File: src/rtl/ms_uart_tx_arbiter_if.sv
// Requester/engine bundle for the shared MS UART transmit arbiter.
// The master modport is the arbiter's view; the slave modport is the requesters and engine.
interface ms_uart_tx_arbiter_if #(
  parameter int NREQ = 4
);
  logic [NREQ-1:0]   REQ;
  logic [8*NREQ-1:0] DATA;
  logic [NREQ-1:0]   GNT;
  logic [NREQ-1:0]   ACK;
  logic              ERR;
  logic              TX_START;
  logic [7:0]        TX_DIN;
  logic              TX_BUSY;
  logic              ACTIVE;

  modport master (
    input  REQ, DATA, TX_BUSY,
    output GNT, ACK, ERR, TX_START, TX_DIN, ACTIVE
  );

  modport slave (
    output REQ, DATA, TX_BUSY,
    input  GNT, ACK, ERR, TX_START, TX_DIN, ACTIVE
  );
endinterface

File: src/rtl/ms_uart_tx_arbiter.sv
// Round-robin arbiter sharing one MS UART TX engine among NREQ byte requesters.
// The grant is held through START/WAIT/DONE, and the winner gets a one-cycle ACK (with ERR on timeout).
module ms_uart_tx_arbiter #(
  parameter int NREQ          = 4,
  parameter int START_TIMEOUT = 255
) (
  input logic                  CLK,
  input logic                  RESETN,
  ms_uart_tx_arbiter_if.master bus
);
  localparam int PW = $clog2(NREQ);
  localparam int CW = $clog2(START_TIMEOUT + 1);
  localparam logic [PW-1:0] PTR_RST = PW'(NREQ - 1);
  localparam logic [CW-1:0] CNT_LIM = CW'(START_TIMEOUT - 1);

  typedef enum logic [1:0] {S_IDLE, S_START, S_WAIT, S_DONE} state_t;

  state_t          r_state, w_state_next;
  logic [PW-1:0]   r_ptr, w_ptr_next;
  logic [CW-1:0]   r_cnt, w_cnt_next;
  logic            r_err_flag, w_err_flag_next;
  logic [NREQ-1:0] r_gnt, w_gnt_next;
  logic            r_tx_start, w_tx_start_next;
  logic [7:0]      r_tx_din, w_tx_din_next;
  logic            w_any;
  logic [PW-1:0]   w_win;
  logic            w_done;

  function automatic logic [PW-1:0] wrap_idx(input logic [PW-1:0] base, input int off);
    int s;
    s = int'(base) + off;
    if (s >= NREQ) s = s - NREQ;
    return PW'(s);
  endfunction

  // Scan starts just after the last winner so every requester gets a turn.
  always_comb begin
    w_any = 1'b0;
    w_win = r_ptr;
    for (int i = 1; i <= NREQ; i++) begin
      if (!w_any && bus.REQ[wrap_idx(r_ptr, i)]) begin
        w_any = 1'b1;
        w_win = wrap_idx(r_ptr, i);
      end
    end
  end

  always_comb begin
    w_state_next    = r_state;
    w_ptr_next      = r_ptr;
    w_cnt_next      = r_cnt;
    w_err_flag_next = r_err_flag;
    w_gnt_next      = r_gnt;
    w_tx_start_next = r_tx_start;
    w_tx_din_next   = r_tx_din;
    case (r_state)
      S_IDLE: begin
        if (w_any && !bus.TX_BUSY) begin
          w_state_next    = S_START;
          w_ptr_next      = w_win;
          w_gnt_next      = {{(NREQ-1){1'b0}}, 1'b1} << w_win;
          w_tx_din_next   = bus.DATA[8*w_win +: 8];
          w_tx_start_next = 1'b1;
          w_cnt_next      = '0;
        end
      end
      S_START: begin
        // BUSY takes precedence over a timeout in the same cycle.
        if (bus.TX_BUSY) begin
          w_tx_start_next = 1'b0;
          w_state_next    = S_WAIT;
        end else if (r_cnt == CNT_LIM) begin
          w_tx_start_next = 1'b0;
          w_err_flag_next = 1'b1;
          w_state_next    = S_DONE;
        end else begin
          w_cnt_next = r_cnt + 1'b1;
        end
      end
      S_WAIT: begin
        if (!bus.TX_BUSY) w_state_next = S_DONE;
      end
      S_DONE: begin
        w_state_next    = S_IDLE;
        w_gnt_next      = '0;
        w_err_flag_next = 1'b0;
      end
      default: w_state_next = S_IDLE;
    endcase
  end

  always_ff @(posedge CLK or posedge RESETN) begin
    if (RESETN) begin
      r_state    <= S_IDLE;
      r_ptr      <= PTR_RST;
      r_cnt      <= '0;
      r_err_flag <= 1'b0;
      r_gnt      <= '0;
      r_tx_start <= 1'b0;
      r_tx_din   <= 8'h00;
    end else begin
      r_state    <= w_state_next;
      r_ptr      <= w_ptr_next;
      r_cnt      <= w_cnt_next;
      r_err_flag <= w_err_flag_next;
      r_gnt      <= w_gnt_next;
      r_tx_start <= w_tx_start_next;
      r_tx_din   <= w_tx_din_next;
    end
  end

  assign w_done       = (r_state == S_DONE);
  assign bus.GNT      = r_gnt;
  assign bus.ACK      = r_gnt & {NREQ{w_done}};
  assign bus.ERR      = w_done & r_err_flag;
  assign bus.TX_START = r_tx_start;
  assign bus.TX_DIN   = r_tx_din;
  assign bus.ACTIVE   = (r_state != S_IDLE);
endmodule

File: src/flat_wrapper.sv
// flat-port wrapper written by rule: the top's interface ports become plain ports
module ms_uart_tx_arbiter_flat 
#(
  parameter int NREQ          = 4,
  parameter int START_TIMEOUT = 255
)
  (CLK, RESETN, bus_REQ, bus_DATA, bus_TX_BUSY, bus_GNT, bus_ACK, bus_ERR, bus_TX_START, bus_TX_DIN, bus_ACTIVE);
  ms_uart_tx_arbiter_if #(.NREQ(NREQ)) bus_i ();
  input logic CLK;
  input logic RESETN;
  input wire logic [$bits(bus_i.REQ)-1:0] bus_REQ;
  input wire logic [$bits(bus_i.DATA)-1:0] bus_DATA;
  input wire logic [$bits(bus_i.TX_BUSY)-1:0] bus_TX_BUSY;
  output wire logic [$bits(bus_i.GNT)-1:0] bus_GNT;
  output wire logic [$bits(bus_i.ACK)-1:0] bus_ACK;
  output wire logic [$bits(bus_i.ERR)-1:0] bus_ERR;
  output wire logic [$bits(bus_i.TX_START)-1:0] bus_TX_START;
  output wire logic [$bits(bus_i.TX_DIN)-1:0] bus_TX_DIN;
  output wire logic [$bits(bus_i.ACTIVE)-1:0] bus_ACTIVE;
  assign bus_i.REQ = bus_REQ;
  assign bus_i.DATA = bus_DATA;
  assign bus_i.TX_BUSY = bus_TX_BUSY;
  assign bus_GNT = bus_i.GNT;
  assign bus_ACK = bus_i.ACK;
  assign bus_ERR = bus_i.ERR;
  assign bus_TX_START = bus_i.TX_START;
  assign bus_TX_DIN = bus_i.TX_DIN;
  assign bus_ACTIVE = bus_i.ACTIVE;
  ms_uart_tx_arbiter #(.NREQ(NREQ), .START_TIMEOUT(START_TIMEOUT)) u_core (.CLK(CLK), .RESETN(RESETN), .bus(bus_i));
endmodule
File: config.mk
export PLATFORM = sky130hd
export DESIGN_NAME = ms_uart_tx_arbiter_flat
export DESIGN_NICKNAME = d
export VERILOG_FILES = /design/src/rtl/ms_uart_tx_arbiter_if.sv /design/src/rtl/ms_uart_tx_arbiter.sv /design/src/flat_wrapper.sv
export SDC_FILE = /design/constraint.sdc
export NUM_CORES = 1
export LEC_CHECK = 0
export BUFFER_PORTS_ARGS = -buffer_cell sky130_fd_sc_hd__buf_2
export CELL_PAD_IN_SITES_DETAIL_PLACEMENT = 1
export CELL_PAD_IN_SITES_GLOBAL_PLACEMENT = 2
export CORE_AREA = 2 2 83 85
export DETAILED_ROUTE_END_ITERATION = 10
export DIE_AREA = 0 0 85 87
export GPL_ROUTABILITY_DRIVEN = 0
export PLACE_DENSITY = 0.86
export SYNTH_ARGS = -nofsm -noshare
export SYNTH_HDL_FRONTEND = slang
export SYNTH_SLANG_ARGS = --single-unit
File: constraint.sdc
create_clock -name CLK -period 2.4 [get_ports CLK]
set_clock_uncertainty 0.1 [all_clocks]
set_input_delay 0.48 -clock CLK [delete_from_list [all_inputs] [get_ports CLK]]
set_output_delay 0.48 -clock CLK [all_outputs]
set_load 0.01 [all_outputs]
==> metrics.md <==
| Metric | Value |
|---|---|
| Mux contribution to synthesized area | `1.736%` |
| Setup crit end | `u_core.bus.TX_DIN[2]` |
| Cell Area, Placed | `0.002236 mm²` |
| Crit path largest cell delay | `0.43 ns` |
| R2R Path Start | `u_core.r_state[0]` |
| Vias | `1646` |
| Die Area | `0.007395 mm²` |
| Synthesized-area fraction occupied by adder cells | `4.673%` |
| Slew @ Worst Pin | `0.4779 ns` |
| Largest net degree at the start of global routing | `27` |
| Tmin final | `2.169 ns` |
| Post-CTS Setup Bufs | `0` |
| Leakage power | `1.065 nW` |
| Netlist cell types | `51` |
| RSZ-0062 raised after global routing | `false` |
| Iteration-0 DRC count of the detailed router | `58` |
| Grt total ovfl | `0` |
| CP Launch Type | `flop` |
| CORE AREA | `0.006569 mm²` |
| Crit-path max FO | `8` |
| Crit path DAT | `2.25 ns` |
| CTS sink cnt | `26` |
| Root buf cell | `clkbuf_8` |
| Fin util | `35.12%` |
| # hold bufs at CTS | `0` |
| # nets final | `296` |
| Drt wl/cell | `15.20 µm` |
| First-pass GRT wire length | `8569 µm` |
| Mapped Avg Cell Area | `9.661 µm²` |
| Critical path required time | `2.48 ns` |
| Ant. Diodes | `0` |
| # port buffers | `57` |
| Mapped cell area | `0.001874 mm²` |
| Dominant synthesized flop cell | `dfrtp_1` |
| Worst-Skew Late Latency | `0.27 ns` |
| CTS max path bufs | `2` |
| Row cnt | `30` |
| Reg2reg end | `u_core.bus.TX_DIN[2]` |
| Headroom to the max-slew limit | `68.06%` |
| Final TNS setup | `0 ns` |
| Number of synthesized flops with an enable pin | `0` |
| Highest clock rate | `461.0 MHz` |
| Die Ht | `87 µm` |
| Drt drc | `0` |
| Dpl hpwl | `3880 µm` |
| Initial Util | `28.53%` |
| DP Worst Slack | `0.2263 ns` |
| Synth area leaders | `dfrtp_1 32%, a211oi_2 5.3%, o21a_1 5.2%` |
| Top-level port count | `58` |
| CP cell instances | `inv_1, ha_1, inv_2, nor3_1, o211ai_1, mux2_2, o311ai_1` |
| Largest family of logic cells by synthesized area | `compound AO/OA/AOI/OAI gates` |
| Count leader, synth | `dfrtp_1` |
| Async SR Flop Fraction | `100.0%` |
| Area fraction of the dominant cell type after synthesis | `32.04%` |
| Min-delay worst type | `input pin to asynchronous set/reset pin` |
| Final max-slew violation count | `0` |
| Worst reg2reg setup slack | `0.23 ns` |
| Final hold viol count | `0` |
| Seq/Total Area, Yosys | `34.85%` |
| CTS clk-pin slew, worst paths | `0.10 ns` |
| Initial antenna violation count | `0` |
| CP Capture Type | `flop` |
| Setup violators final | `0` |
| Mapped Cells | `194` |
| Commonest cells in the synthesized netlist | `24 x dfrtp_1, 21 x nand2_1, 13 x nor2_1, 13 x o21a_1, 8 x a211oi_2` |
| Largest vdd supply drop | `0.0005515 V` |
| Share of layout cells above drive strength 1 | `38.55%` |
| Reg2Reg Depth | `7` |
| MaxCap Viol Count | `0` |
| Post-Synth Simple-Gate Area | `20.56%` |
| Total GRT Usage | `14.07%` |
| Area grow syn2layout | `23.10%` |
| Critical-path top delay cell | `dfrtp_1` |
| Dominant cell type by area after synthesis | `dfrtp_1` |
| Max H-tree Level | `1` |
| Xor/xnor cell area share of the yosys netlist | `2.804%` |
| Fin crit share | `90.38%` |
| Layout Cell Area excl Fill | `0.002307 mm²` |
| CTS resizes | `0` |
| Synth Area in Compound Gates | `30.04%` |
| Status | `finished, final reports clean` |
| DRT Wirelength | `5001 µm` |
| Post-DRT Antenna Nets | `0` |
| Synthesized Nets | `240` |
| CTS tree | `yes` |
| Synth Warn # | `0` |
| Drt pass-1 iters | `4` |
| Num CTS Buffers | `3` |
| Crit path from | `u_core.r_state[0]` |
| Setup ws final | `0.2308 ns` |
| Die W | `85 µm` |
| Power density cells | `1091 mW/mm²` |
| Vias in the first global route | `1710` |
| Routed vias/inst | `5.003` |
| Worst setup path class | `flop to flop` |
| #FFs+latches synth | `26` |
[cells in the final DEF (no fill, tap or decap), types with 4 or more instances in the layout]
cell type / n
inv_1: 6
xor2_1: 6
o21ai_1: 7
buf_4: 4
o31ai_2: 7
nand3_1: 6
o21a_1: 13
nand2_1: 21
o21ai_0: 4
and2_1: 6
ha_1: 7
a211oi_2: 8
buf_2: 57
dfrtp_1: 24
a21oi_1: 4
nor2_1: 13
a211oi_1: 6
[power by group]
part	switching (mW)	internal (mW)
logic	0.837	0.568
clock network	0.148	0.223
registers	0.134	0.607
total	1.12	1.40
[worst max-delay path, delay by kind of cell, from the launching register on]
| family | cells | cell delay [ns] |
|---|---|---|
| flops | 1 | 0.43 |
| buf+inv | 2 | 0.27 |
| fa+ha+maj | 1 | 0.35 |
| mux | 1 | 0.29 |
| compound gates | 2 | 0.22 |
| simple gates | 1 | 0.41 |
[routing by layer]
metal,up-vias,track usage (%),share of wire [%]
met2,46,23.72,46
met4,0,1.299,0.32
met5,-,0,0
met3,2,2.749,6.3
met1,785,19.48,47
li1,813,-,-
[metrics by stage]
step	power [mW]	instances	hold slack, ns
after floorplan	1.755	194	0.3413
after global placement	2.128	325	0.3537
after detailed placement	2.174	325	0.3627
after CTS	2.557	329	0.1535
after global routing	2.744	329	0.1708
final	2.517	329	0.1479
[cell type report]
cell class	instances	area (µm²)
Fill cell	787	4262
Multi-Input combinational cell	150	1121
Sequential cell	26	653.1
Timing Repair Buffer	62	335.3
Tap cell	80	100.1
Clock buffer	3	41.29
Clock inverter	1	30.03
Inverter	7	26.28
[worst min path at each step]
stage,startpoint,to,slack [ns],cells after the start
6_report,RESETN,u_core.bus.GNT[0],0.15,3
5_1_grt,RESETN,u_core.bus.GNT[3],0.17,3
4_1_cts,RESETN,u_core.bus.GNT[0],0.15,3
3_5_place_dp,u_core.r_err_flag,u_core.r_err_flag,0.36,1
3_3_place_gp,u_core.r_err_flag,u_core.r_err_flag,0.35,1
2_1_floorplan,u_core.r_err_flag,u_core.r_err_flag,0.34,1
[sequential cells by signal, summed over array words and instances (netlist names)]
| register | flops |
|---|---|
| u_core.r_err_flag | 1 |
| u_core.bus.TX_DIN | 8 |
| u_core.r_ptr | 2 |
| u_core.bus.GNT | 4 |
| u_core.r_cnt | 8 |
| u_core.bus.TX_START | 1 |
| u_core.r_state | 2 |
[logic make-up (layout without fill, tap and decap cells)]
logic type / after synthesis / after routing
buffers and inverters: 18 / 73
muxes: 3 / 3
and+or+nand+nor: 68 / 68
DFF: 26 / 26
xor gates and xnor gates: 6 / 6
AOI/OAI and AO/OA: 66 / 66
adders and majority gates: 7 / 7
(Power assumes the default switching activity.)
